`src/rtl/mdr_pkg.sv`:
```
// Shared types and constants for the memory data register unit.
// Subword transfers are enabled by defining MDR_SUBWORD_EN.
package mdr_pkg;

    typedef enum logic [1:0] {
        ST_IDLE    = 2'd0,
        ST_RD_WAIT = 2'd1,
        ST_WR_WAIT = 2'd2
    } mdr_state_e;

    localparam logic [1:0] SZ_BYTE = 2'b00;
    localparam logic [1:0] SZ_HALF = 2'b01;
    localparam logic [1:0] SZ_WORD = 2'b10;

    localparam int DEF_DATA_W      = 32;
    localparam int DEF_TIMEOUT_CYC = 16;

endpackage

```
`src/rtl/mdr_mem_unit_format.sv`:
```
// Subword formatting: read sign/zero extension, write lane replication and byte enables.
// Only instantiated when MDR_SUBWORD_EN is defined; size code 2'b11 falls through to word.
module mdr_load_format
    import mdr_pkg::*;
#(
    parameter int DATA_W = DEF_DATA_W
) (
    input  logic [1:0]          size_i,
    input  logic                uns_i,
    input  logic [DATA_W-1:0]   rdata_i,
    input  logic [DATA_W-1:0]   q_i,
    output logic [DATA_W-1:0]   rd_ext_o,
    output logic [DATA_W-1:0]   wr_data_o,
    output logic [DATA_W/8-1:0] be_o
);

    localparam int NB = DATA_W / 8;

    always_comb begin
        rd_ext_o  = rdata_i;
        wr_data_o = q_i;
        be_o      = '1;
        case (size_i)
            SZ_BYTE: begin
                rd_ext_o      = {DATA_W{~uns_i & rdata_i[7]}};
                rd_ext_o[7:0] = rdata_i[7:0];
                for (int i = 0; i < NB; i++) wr_data_o[i*8 +: 8] = q_i[7:0];
                be_o    = '0;
                be_o[0] = 1'b1;
            end
            SZ_HALF: begin
                rd_ext_o       = {DATA_W{~uns_i & rdata_i[15]}};
                rd_ext_o[15:0] = rdata_i[15:0];
                // Even lanes take the low byte of the half, odd lanes the high byte.
                for (int i = 0; i < NB; i++) wr_data_o[i*8 +: 8] = q_i[(i%2)*8 +: 8];
                be_o      = '0;
                be_o[1:0] = 2'b11;
            end
            default: ;
        endcase
    end

endmodule

```
`src/rtl/mdr_mem_unit.sv`:
```
// Memory data register with a req/ready memory handshake, wait states and timeout abort.
// Optional subword (byte/half) transfers under the MDR_SUBWORD_EN macro.
module mdr_mem_unit
    import mdr_pkg::*;
#(
    parameter int DATA_W      = DEF_DATA_W,
    parameter int TIMEOUT_CYC = DEF_TIMEOUT_CYC
) (
    input  logic                clk,
    input  logic                Clear,
    input  logic [DATA_W-1:0]   BusMuxOut,
    input  logic                MDRIn,
    input  logic                MDRead,
    input  logic                MemWrite,
    input  logic [DATA_W-1:0]   MDataIn,
    input  logic                mem_ready,
`ifdef MDR_SUBWORD_EN
    input  logic [1:0]          Size,
    input  logic                Unsigned,
`endif
    output logic                mem_req,
    output logic                mem_we,
    output logic [DATA_W-1:0]   mem_wdata,
    output logic [DATA_W/8-1:0] mem_be,
    output logic [DATA_W-1:0]   Q,
    output logic                busy,
    output logic                done,
    output logic                err
);

    localparam int CW = (TIMEOUT_CYC > 0) ? $clog2(TIMEOUT_CYC + 1) : 1;
    localparam logic [CW-1:0] CNT_LAST = CW'((TIMEOUT_CYC > 0) ? TIMEOUT_CYC - 1 : 0);

    mdr_state_e          state_q, state_d;
    logic [DATA_W-1:0]   q_q, q_d, wdata_q, wdata_d;
    logic [CW-1:0]       cnt_q, cnt_d;
    logic                req_q, req_d, we_q, we_d, busy_q, busy_d;
    logic                done_q, done_d, err_q, err_d;
    logic [DATA_W-1:0]   rd_ext, wr_fmt;
    logic [DATA_W/8-1:0] be_fmt;

`ifdef MDR_SUBWORD_EN
    logic [1:0]          size_q;
    logic                uns_q;
    logic [DATA_W/8-1:0] be_q, be_d;

    // Write formatting happens at start (IDLE, live Size); read extension at completion (latched Size).
    mdr_load_format #(.DATA_W(DATA_W)) u_fmt (
        .size_i    ((state_q == ST_IDLE) ? Size : size_q),
        .uns_i     ((state_q == ST_IDLE) ? Unsigned : uns_q),
        .rdata_i   (MDataIn),
        .q_i       (q_q),
        .rd_ext_o  (rd_ext),
        .wr_data_o (wr_fmt),
        .be_o      (be_fmt)
    );

    always_ff @(posedge clk or posedge Clear) begin
        if (Clear) begin
            size_q <= SZ_WORD;
            uns_q  <= 1'b0;
            be_q   <= '1;
        end else begin
            be_q <= be_d;
            if (state_q == ST_IDLE && (MDRead || MemWrite)) begin
                size_q <= Size;
                uns_q  <= Unsigned;
            end
        end
    end

    assign mem_be = be_q;
`else
    assign rd_ext = MDataIn;
    assign wr_fmt = q_q;
    assign be_fmt = '1;
    assign mem_be = '1;
`endif

    always_comb begin
        state_d = state_q;
        q_d     = q_q;
        wdata_d = wdata_q;
        cnt_d   = cnt_q;
        req_d   = req_q;
        we_d    = we_q;
        busy_d  = busy_q;
        done_d  = 1'b0;
        err_d   = err_q;
`ifdef MDR_SUBWORD_EN
        be_d    = be_q;
`endif
        case (state_q)
            ST_IDLE: begin
                if (MDRead || MemWrite) begin
                    state_d = MDRead ? ST_RD_WAIT : ST_WR_WAIT;
                    req_d   = 1'b1;
                    we_d    = ~MDRead;
                    busy_d  = 1'b1;
                    err_d   = 1'b0;
                    cnt_d   = '0;
                    if (!MDRead) wdata_d = wr_fmt;
`ifdef MDR_SUBWORD_EN
                    be_d = be_fmt;
`endif
                end else if (MDRIn) begin
                    q_d = BusMuxOut;
                end
            end
            ST_RD_WAIT, ST_WR_WAIT: begin
                // Ready is checked before the timeout so a late ready still succeeds.
                if (mem_ready || (TIMEOUT_CYC != 0 && cnt_q == CNT_LAST)) begin
                    state_d = ST_IDLE;
                    req_d   = 1'b0;
                    we_d    = 1'b0;
                    busy_d  = 1'b0;
                    done_d  = 1'b1;
                    err_d   = ~mem_ready;
                    if (mem_ready && state_q == ST_RD_WAIT) q_d = rd_ext;
                end else begin
                    cnt_d = cnt_q + 1'b1;
                end
            end
            default: state_d = ST_IDLE;
        endcase
    end

    always_ff @(posedge clk or posedge Clear) begin
        if (Clear) begin
            state_q <= ST_IDLE;
            q_q     <= '0;
            wdata_q <= '0;
            cnt_q   <= '0;
            req_q   <= 1'b0;
            we_q    <= 1'b0;
            busy_q  <= 1'b0;
            done_q  <= 1'b0;
            err_q   <= 1'b0;
        end else begin
            state_q <= state_d;
            q_q     <= q_d;
            wdata_q <= wdata_d;
            cnt_q   <= cnt_d;
            req_q   <= req_d;
            we_q    <= we_d;
            busy_q  <= busy_d;
            done_q  <= done_d;
            err_q   <= err_d;
        end
    end

    assign Q         = q_q;
    assign mem_wdata = wdata_q;
    assign mem_req   = req_q;
    assign mem_we    = we_q;
    assign busy      = busy_q;
    assign done      = done_q;
    assign err       = err_q;

endmodule

```
`config.mk`:
```
export PLATFORM = sky130hd
export DESIGN_NAME = mdr_mem_unit
export DESIGN_NICKNAME = d
export VERILOG_FILES = /design/src/rtl/mdr_pkg.sv /design/src/rtl/mdr_mem_unit_format.sv /design/src/rtl/mdr_mem_unit.sv
export SDC_FILE = /design/constraint.sdc
export NUM_CORES = 1
export LEC_CHECK = 0
export CAP_MARGIN = 20
export CORE_ASPECT_RATIO = 1.25
export CORE_MARGIN = 5
export CORE_UTILIZATION = 39
export DETAILED_ROUTE_END_ITERATION = 12
export PLACE_DENSITY = 0.83
export SLEW_MARGIN = 15
export SYNTH_ARGS = -nofsm -noshare
export SYNTH_HDL_FRONTEND = slang
export SYNTH_SLANG_ARGS = --single-unit
export TNS_END_PERCENT = 20
```
`constraint.sdc`:
```
create_clock -name clk -period 2.35 [get_ports clk]
set_input_delay 0.47 -clock clk [delete_from_list [all_inputs] [get_ports clk]]
set_output_delay 0.47 -clock clk [all_outputs]
set_load 0.02 [all_outputs]
```
# After elaboration in Yosys (flattened, before gate mapping)
# Cells that the tools add are included.
[classes]
n_addsub = 1
eq_ne = 9
n_mux = 22
bitwise_logic = 2
reduce_logical = 11
[op_table]
columns = ["cell", "n"]
rows = [
  ["32-bit 2-to-1 mux", 4],
  ["32-bit one-hot mux with 2 select lines", 1],
  ["2-bit != test (second input constant)", 6],
  ["5-bit 2-to-1 mux", 2],
  ["5-bit one-hot mux with 2 select lines", 1],
  ["3-bit AND reduction", 3],
  ["1-bit 2-to-1 mux", 7],
  ["2-bit 2-to-1 mux", 3],
  ["1-bit one-hot mux with 2 select lines", 3],
  ["5-bit by 1-bit adder with 5-bit output (second input constant)", 1],
  ["5-bit by 4-bit == test with 1-bit output (second input constant)", 1],
  ["5-bit AND reduction", 1],
  ["2-bit one-hot mux with 2 select lines", 1],
  ["2-bit by 1-bit == test with 1-bit output (second input constant)", 1],
  ["2-bit == test (second input constant)", 1],
  ["2-bit zero test", 1],
  ["1-bit logical OR", 2],
  ["1-bit inverter", 2],
  ["2-bit AND reduction", 1],
  ["2-bit nonzero test", 1],
  ["2-bit OR reduction", 1],
  ["1-bit logical AND", 1],
]
[totals]
register_bits = 75
inputBits = 70
out_inout_bits = 73
elab_cells = 53

# Logic depth before layout (Yosys ltp)
# Gate-level depths: netlist of run 1.
[depth]
depth_word = 5
mapped_depth = 7
ltp_nobuf = 6

# Least setup slack after synthesis of run 1
# No wires, ideal clock.
[synth_timing]
path_kind = "reg2reg"
from = "register state_q[0]"
to = "register q_q[0], in the netlist Q[0]"
setup_time_ns = 0.125
arrival_time_ns = 2.383
path_slack_ns = -0.157
stages_incl_launch_ff = 8
path_buffers = 2
period_less_slack_ns = 2.507
path_cell_list = "dfrtp_1 inv_1 ha_1 or3b_1 buf_2 a222oi_1 buf_6 mux2_2"
[synth_between]
elab_chain_len = 4
[synth_lines]
columns = ["item", "line", "source"]
rows = [
  ["start, declared", "mdr_mem_unit.sv:34", "mdr_state_e state_q, state_d;"],
  ["start signal, assigned", "mdr_mem_unit.sv:140", "state_q <= state_d;"],
  ["2-bit by 1-bit == test with 1-bit output or 2-bit == test (tied branches)", "mdr_mem_unit.sv:93, mdr_mem_unit.sv:119", ""],
  ["2-bit OR reduction or 1-bit logical AND (tied branches)", "mdr_mem_unit.sv:93, mdr_mem_unit.sv:119", ""],
  ["2-bit != test (no line) or 2-bit nonzero test (tied branches)", "n/a", ""],
  ["5-bit AND reduction (no line)", "n/a", ""],
  ["end signal, assigned", "mdr_mem_unit.sv:141", "q_q <= q_d;"],
  ["end, declared", "mdr_mem_unit.sv:35", "logic [DATA_W-1:0] q_q, q_d, wdata_q, wdata_d;"],
]
# Several ways; a longest one is shown, not always the timed one.
# A chain may end at the register's enable or synchronous reset.

# Worst setup path after layout of run 1
[layout_timing]
from = "register state_q[1]"
to = "register q_q[20], in the netlist Q[20]"
# The elaborated chain is that of the path after synthesis.

==> results.cfg, run 1 <==
[critical_path]
cp-end-kind = register
worstPathMaxFanout = 15
critical-path-slowest-cell = dfrtp_1
critical_path_class = reg -> reg
cp_data_required_time_ps = 2560
start_kind = register
rrSetupSlack_ps = 150
path_buf_inv = 3
max_stage_delay_ps = 400
path_cells = inv_2 -> ha_4 -> or3b_1 -> a222oi_1 -> buf_4 -> buf_12 -> mux2_2
r2r_start = state_q[1]$_DFFE_PP0P_
cp.arrival_ps = 2420
cpLargestDelayFamily = buffers and inverters
r2r-end = Q[20]$_DFFE_PP0P_
r2r_cells = 7

[status]
outcome = finished, final reports clean

[timing]
fin_worst_skew_ps = 9.854
timing.final.crit_share_pct = 93.79
fin_tns_setup_ps = 0
worst_pin_slew_ps = 685.5
fmax_mhz = 453.7
setup_viol = 0
slew_headroom_pct = 54.20
drv_slew = 0
fin_crit_ps = 2204
hold_viol_final = 0
rsz0062_at_grt = no

[drt]
totalWireLength_um = 8280
num_vias = 2417
drtIter0Drc = 65
avgViaCountPerCell = 4.730
ant_nets = 0
drc_errors = 0
wl_per_cell_um = 16.20
first_pass_iters = 4

[power]
leakage_nw = 2.145
powerDensity_nw_per_um2 = 1476
ir_drop_mv = 0.8662

[cts]
cts_tree = built
cts_hold_buf = 0
cts_buffers = 9
cts.clk_slew.worst_paths_ps = 80
htreeDepth = 3
post_cts_buffers = 0
insertion_delay_ps = 330
root_buffer = clkbuf_8
cts-resized-gates = 0
clock_sinks = 75
clock_path_buffers = 2

[hold_path]
hp-class = reg -> reg
holdPathEnd = mem_wdata[14]$_DFFE_PP0P_
min_from = mem_wdata[14]$_DFFE_PP0P_
holdPathStages = 1

[placed_design]
port-buffer-count = 138
hpwl_um = 6214
dp.cells = 496
gp_congestion = 0.7923

[cells_and_area]
antenna_cells = 0
num-nets-final = 462
drive_gt1_share_pct = 32.48
multi_input_area_sq_um = 1428
nFillCells = 708
final_cells = 511
ff_latch_area_sq_um = 1877
area_growth_pct = 52.27

[die]
die_y_um = 114.6
ios = 143
start_util_pct = 39.66
coreArea_sq_um = 8606
rows = 38
die_width_um = 93.68
dieArea_sq_um = 10730

[synthesis]
yosysTopAreaCell = dfrtp_1
ys_warn_count = 0
syn_area_sq_um = 3413
synth_seq_area_share_pct = 54.99
ys_types = 32
ys_seq_elements = 75
syn-instance-count = 241
syn_avg_cell_area_sq_um = 14.16
yosys-top-cells-area = dfrtp_1, mux2_2, ha_1, buf_4, buf_6
synth_top_area_share_pct = 54.99

[job]
drv_cap = 0

[global_routing]
grt_use_total_pct = 16.03
grt_max_degree = 46
grt_pass1_vias = 2703
grt_pass1_wl_um = 13500
overflow = 0
grt_antenna_before_repair = 0
==> cells in the final DEF, fill, tap and decap left out, drive strengths merged, types with 2 or more instances in the layout <==
master | Yosys | final
clkinv | 0 | 2
or3b | 2 | 2
o21ai | 5 | 5
and3 | 2 | 2
nand3 | 2 | 2
bufinv | 0 | 2
a31oi | 2 | 2
nand2 | 2 | 2
dfrtp | 75 | 75
a2bb2oi | 2 | 2
ha | 5 | 5
nand2b | 3 | 3
inv | 7 | 7
mux2 | 96 | 96
nor3b | 3 | 3
nor2 | 2 | 2
clkbuf | 7 | 10
nor3 | 2 | 2
clkdlybuf4s50 | 0 | 138
conb | 1 | 4
a21oi | 4 | 4
buf | 10 | 11
==> stage by stage <==
| step | utilization (%) | hold WS [ps] | power [W] | worst slack [ps] | cell area (sq um) |
|---|---|---|---|---|---|
| finish | 60.40 | 505.5 | 0.007669 | 146.0 | 5197 |
| global route | 60.40 | 526.1 | 0.008119 | 38.87 | 5197 |
| CTS | 60.40 | 510.0 | 0.007781 | 151.5 | 5197 |
| detailed placement | 57.89 | 491.8 | 0.006675 | -103.5 | 4982 |
| global placement | 57.89 | 488.1 | 0.006569 | -75.88 | 4982 |
| floorplan | - | 464.8 | 0.004800 | -100.7 | 3437 |
==> cell usage after synthesis (all sizes together) <==
| cell type | number |
|---|---|
| a31oi | 2 |
| a21oi | 4 |
| inv | 7 |
| or2b | 1 |
| clkbuf | 7 |
| o21ai | 5 |
| conb | 1 |
| nand3b | 1 |
| buf | 10 |
| o22ai | 1 |
| a32o | 1 |
| or3 | 1 |
| mux2i | 1 |
| nor3b | 3 |
| nand3 | 2 |
| nor3 | 2 |
| a221o | 1 |
| mux2 | 96 |
| nor2 | 2 |
| o21a | 1 |
| dfrtp | 75 |
| nand2b | 3 |
| or3b | 2 |
| and3 | 2 |
| a2bb2oi | 2 |
| nand2 | 2 |
| ha | 5 |
| a222oi | 1 |
==> per-layer routing <==
metal / routed length, um / vias up / part of all wire [%] / track usage, %
met2: 4555 / 77 / 55 / 29.10
li1: - / 1143 / - / -
met5: 0 / - / 0 / 0
met3: 436 / 10 / 5.3 / 3.485
met1: 3190 / 1187 / 39 / 18.35
met4: 97 / 0 / 1.2 / 5.877
==> area by class of cell <==
type | count | share of cell area [%]
Clock buffer | 10 | 2.648
Timing Repair Buffer | 149 | 28.89
Sequential cell | 75 | 36.11
Clock inverter | 5 | 1.493
Inverter | 7 | 0.5055
Multi-Input combinational cell | 145 | 27.47
Tap cell | 120 | 2.889
==> sequential cells by signal (all words and copies together), names as in the netlist <==
signal,flops
mem_we,1
Q,32
done,1
mem_wdata,32
err,1
state_q,2
cnt_q,5
busy,1
==> worst max-delay path by stage <==
stage	end	cells past startpoint	slack [ps]	startpoint
after global routing	Q[14]$_DFFE_PP0P_	7	40	state_q[1]$_DFFE_PP0P_
after CTS	Q[20]$_DFFE_PP0P_	7	150	state_q[1]$_DFFE_PP0P_
after detailed placement	Q[20]$_DFFE_PP0P_	6	-100	MDRead
final	Q[20]$_DFFE_PP0P_	7	150	state_q[1]$_DFFE_PP0P_
after floorplan	Q[0]$_DFFE_PP0P_	7	-100	state_q[1]$_DFFE_PP0P_
after global placement	Q[13]$_DFFE_PP0P_	6	-80	MDRead
==> logic make-up after synthesis <==
| family | synth area share [%] |
|---|---|
| multiplexers | 31.96 |
| flip-flops | 54.99 |
| buffers and inverters | 3.886 |
| AND/OR/NAND/NOR | 3.740 |
| AO/OA/AOI/OAI | 3.483 |
| adder cells (fa/ha/maj) | 1.833 |
| other | 0.1099 |
==> where the power goes <==
part | total (W) | switching, W | leakage (nW) | internal [W]
sequential | 0.00234 | 0.000407 | 0.895 | 0.00193
clock | 0.00107 | 0.000453 | 0.108 | 0.000618
combinational | 0.00426 | 0.00190 | 1.14 | 0.00236
total | 0.00767 | 0.00276 | 2.14 | 0.00491
Note: power is estimated with default switching activity, not from simulation.
==> inputs of run 2 (changes only) <==
Settings changed: CELL_PAD_IN_SITES_DETAIL_PLACEMENT set to 2, CELL_PAD_IN_SITES_GLOBAL_PLACEMENT set to 2, CORE_UTILIZATION 39 to 25.
==> run 2 against run 1 <==
Combinational power is 12% higher. Register-to-register slack lost 60 ps. Clock-buffer cell count grew 3. Core utilization fell by 19 points. Largest cell class unchanged.
==> results.cfg, run 2 (synthesis results as in run 1) <==
[cts]
cts_hold_buf = 0
clock_sinks = 75
cts.clk_slew.worst_paths_ps = 60
insertion_delay_ps = 330
root_buffer = clkbuf_16
cts_tree = built
clock_path_buffers = 2
cts_buffers = 9
htreeDepth = 3

[critical_path]
cp-startpoint = state_q[0]$_DFFE_PP0P_
worstPathMaxFanout = 9
r2r_start = state_q[0]$_DFFE_PP0P_
critical_path_class = reg -> reg
cp-end-kind = register
cp_data_required_time_ps = 2560
start_kind = register
cp.arrival_ps = 2470

[drt]
drc_errors = 0
totalWireLength_um = 11040
drtIter0Drc = 63
wl_per_cell_um = 19.44
ant_nets = 0
first_pass_iters = 4
avgViaCountPerCell = 4.470
num_vias = 2539

[die]
coreArea_sq_um = 13350
rows = 47
die_y_um = 140.6
die_width_um = 114.5
dieArea_sq_um = 16100
start_util_pct = 25.57
ios = 143

[cells_and_area]
drive_gt1_share_pct = 33.00
post-route-util_pct = 40.95
final_cell_mix = clkdlybuf4s50_1, mux2_2, dfrtp_1
design_area_sq_um = 5466
num-nets-final = 468
final_cells = 568
final_common_cell = clkdlybuf4s50_1
nFillCells = 1353
area_growth_pct = 60.15
antenna_cells = 0

[job]
drv_cap = 0

[power]
leakage_nw = 2.273
powerDensity_nw_per_um2 = 1527
ir_drop_mv = 0.5750

[placed_design]
dpl_cell_area_sq_um = 5060
gp_congestion = 0.6977
dp_slack_ps = -223.2
dp.cells = 547
port-buffer-count = 138
hpwl_um = 8047

[timing]
worst_pin_slew_ps = 654.3
rsz0062_at_grt = yes
fmax_mhz = 442.6
setup_viol = 0
slew_headroom_pct = 56.29
setup_ws_ps = 90.68
fin_crit_ps = 2259
fin_worst_skew_ps = 5.034
fin_tns_setup_ps = 0
drv_slew = 0
timing.final.crit_share_pct = 96.14
hold_viol_final = 0

[global_routing]
grt_pass1_wl_um = 17200
grt_max_degree = 76
overflow = 0
grt_use_total_pct = 14.06
grt_antenna_before_repair = 0
grt_pass1_vias = 3054

[hold_path]
min_from = cnt_q[2]$_DFFE_PP0P_
hp-class = reg -> reg

[status]
outcome = finished, final reports clean
[run 2: cell count changes in the layout (fill, tap and decap cells not counted), sizes merged]
cell	previous run	this run
buf	11	16
clkbuf	10	14
bufinv	2	0
inv	7	6
[run 2: layer usage]
metal / vias up / routed length (um) / GRT usage [%]
met4: 0 / 159 / 5.066
met5: - / 0 / 0
li1: 1156 / - / -
met2: 66 / 6448 / 26.77
met1: 1304 / 3786 / 14.10
met3: 13 / 650 / 4.286
[run 2: final timing paths]
path | to | slack, ps | cells after the start
min | cnt_q[2]$_DFFE_PP0P_ | 500 | 1
min reg2reg | cnt_q[2]$_DFFE_PP0P_ | 500 | 1
max in group asynchronous | state_q[0]$_DFFE_PP0P_ | 1470 | 3
max reg2reg | Q[18]$_DFFE_PP0P_ | 90 | 7
min in group asynchronous | mem_wdata[14]$_DFFE_PP0P_ | 570 | 3
max | Q[18]$_DFFE_PP0P_ | 90 | 7
[run 2: cell type report]
type / instances / area, sq um / share of cell area (%)
timing repair buffer: 155 / 1580 / 28.91
tap: 171 / 214.0 / 3.914
clock buffer: 13 / 250.2 / 4.578
clock inverter: 2 / 12.51 / 0.2289
multi-input combinational: 145 / 1505 / 27.53
inverter: 7 / 27.53 / 0.5035
sequential: 75 / 1877 / 34.33
[run 2: where the power goes]
| part | internal, W | switching (W) | total [W] |
|---|---|---|---|
| clock | 0.000737 | 0.000505 | 0.00124 |
| sequential | 0.00194 | 0.000425 | 0.00236 |
| combinational | 0.00262 | 0.00212 | 0.00475 |
| total | 0.00530 | 0.00305 | 0.00835 |
[run 2: what timing repair did]
| action | CTS | global route |
|---|---|---|
| endpoints found under the setup margin | 0 | 32 |
| gates resized for setup | 0 | 22 |
| hold endpoints to repair | 0 | 0 |
| buffers inserted | 0 | 5 |
[run 2: through the flow]
stage               hold slack (ps)  power (W)
finish                        502.3   0.008349
floorplan                     464.8   0.004800
global placement              481.8   0.006681
CTS                           505.1   0.008181
global route                  527.6   0.008869
detailed placement            494.9   0.006862
[run 2: critical path, stage by stage, from the launching register on]
cell and delay (ps):
dfrtp_1 390, inv_2 100, ha_4 170, or3b_4 380, a222oi_1 350, buf_4 250
buf_12 150, mux2_2 340
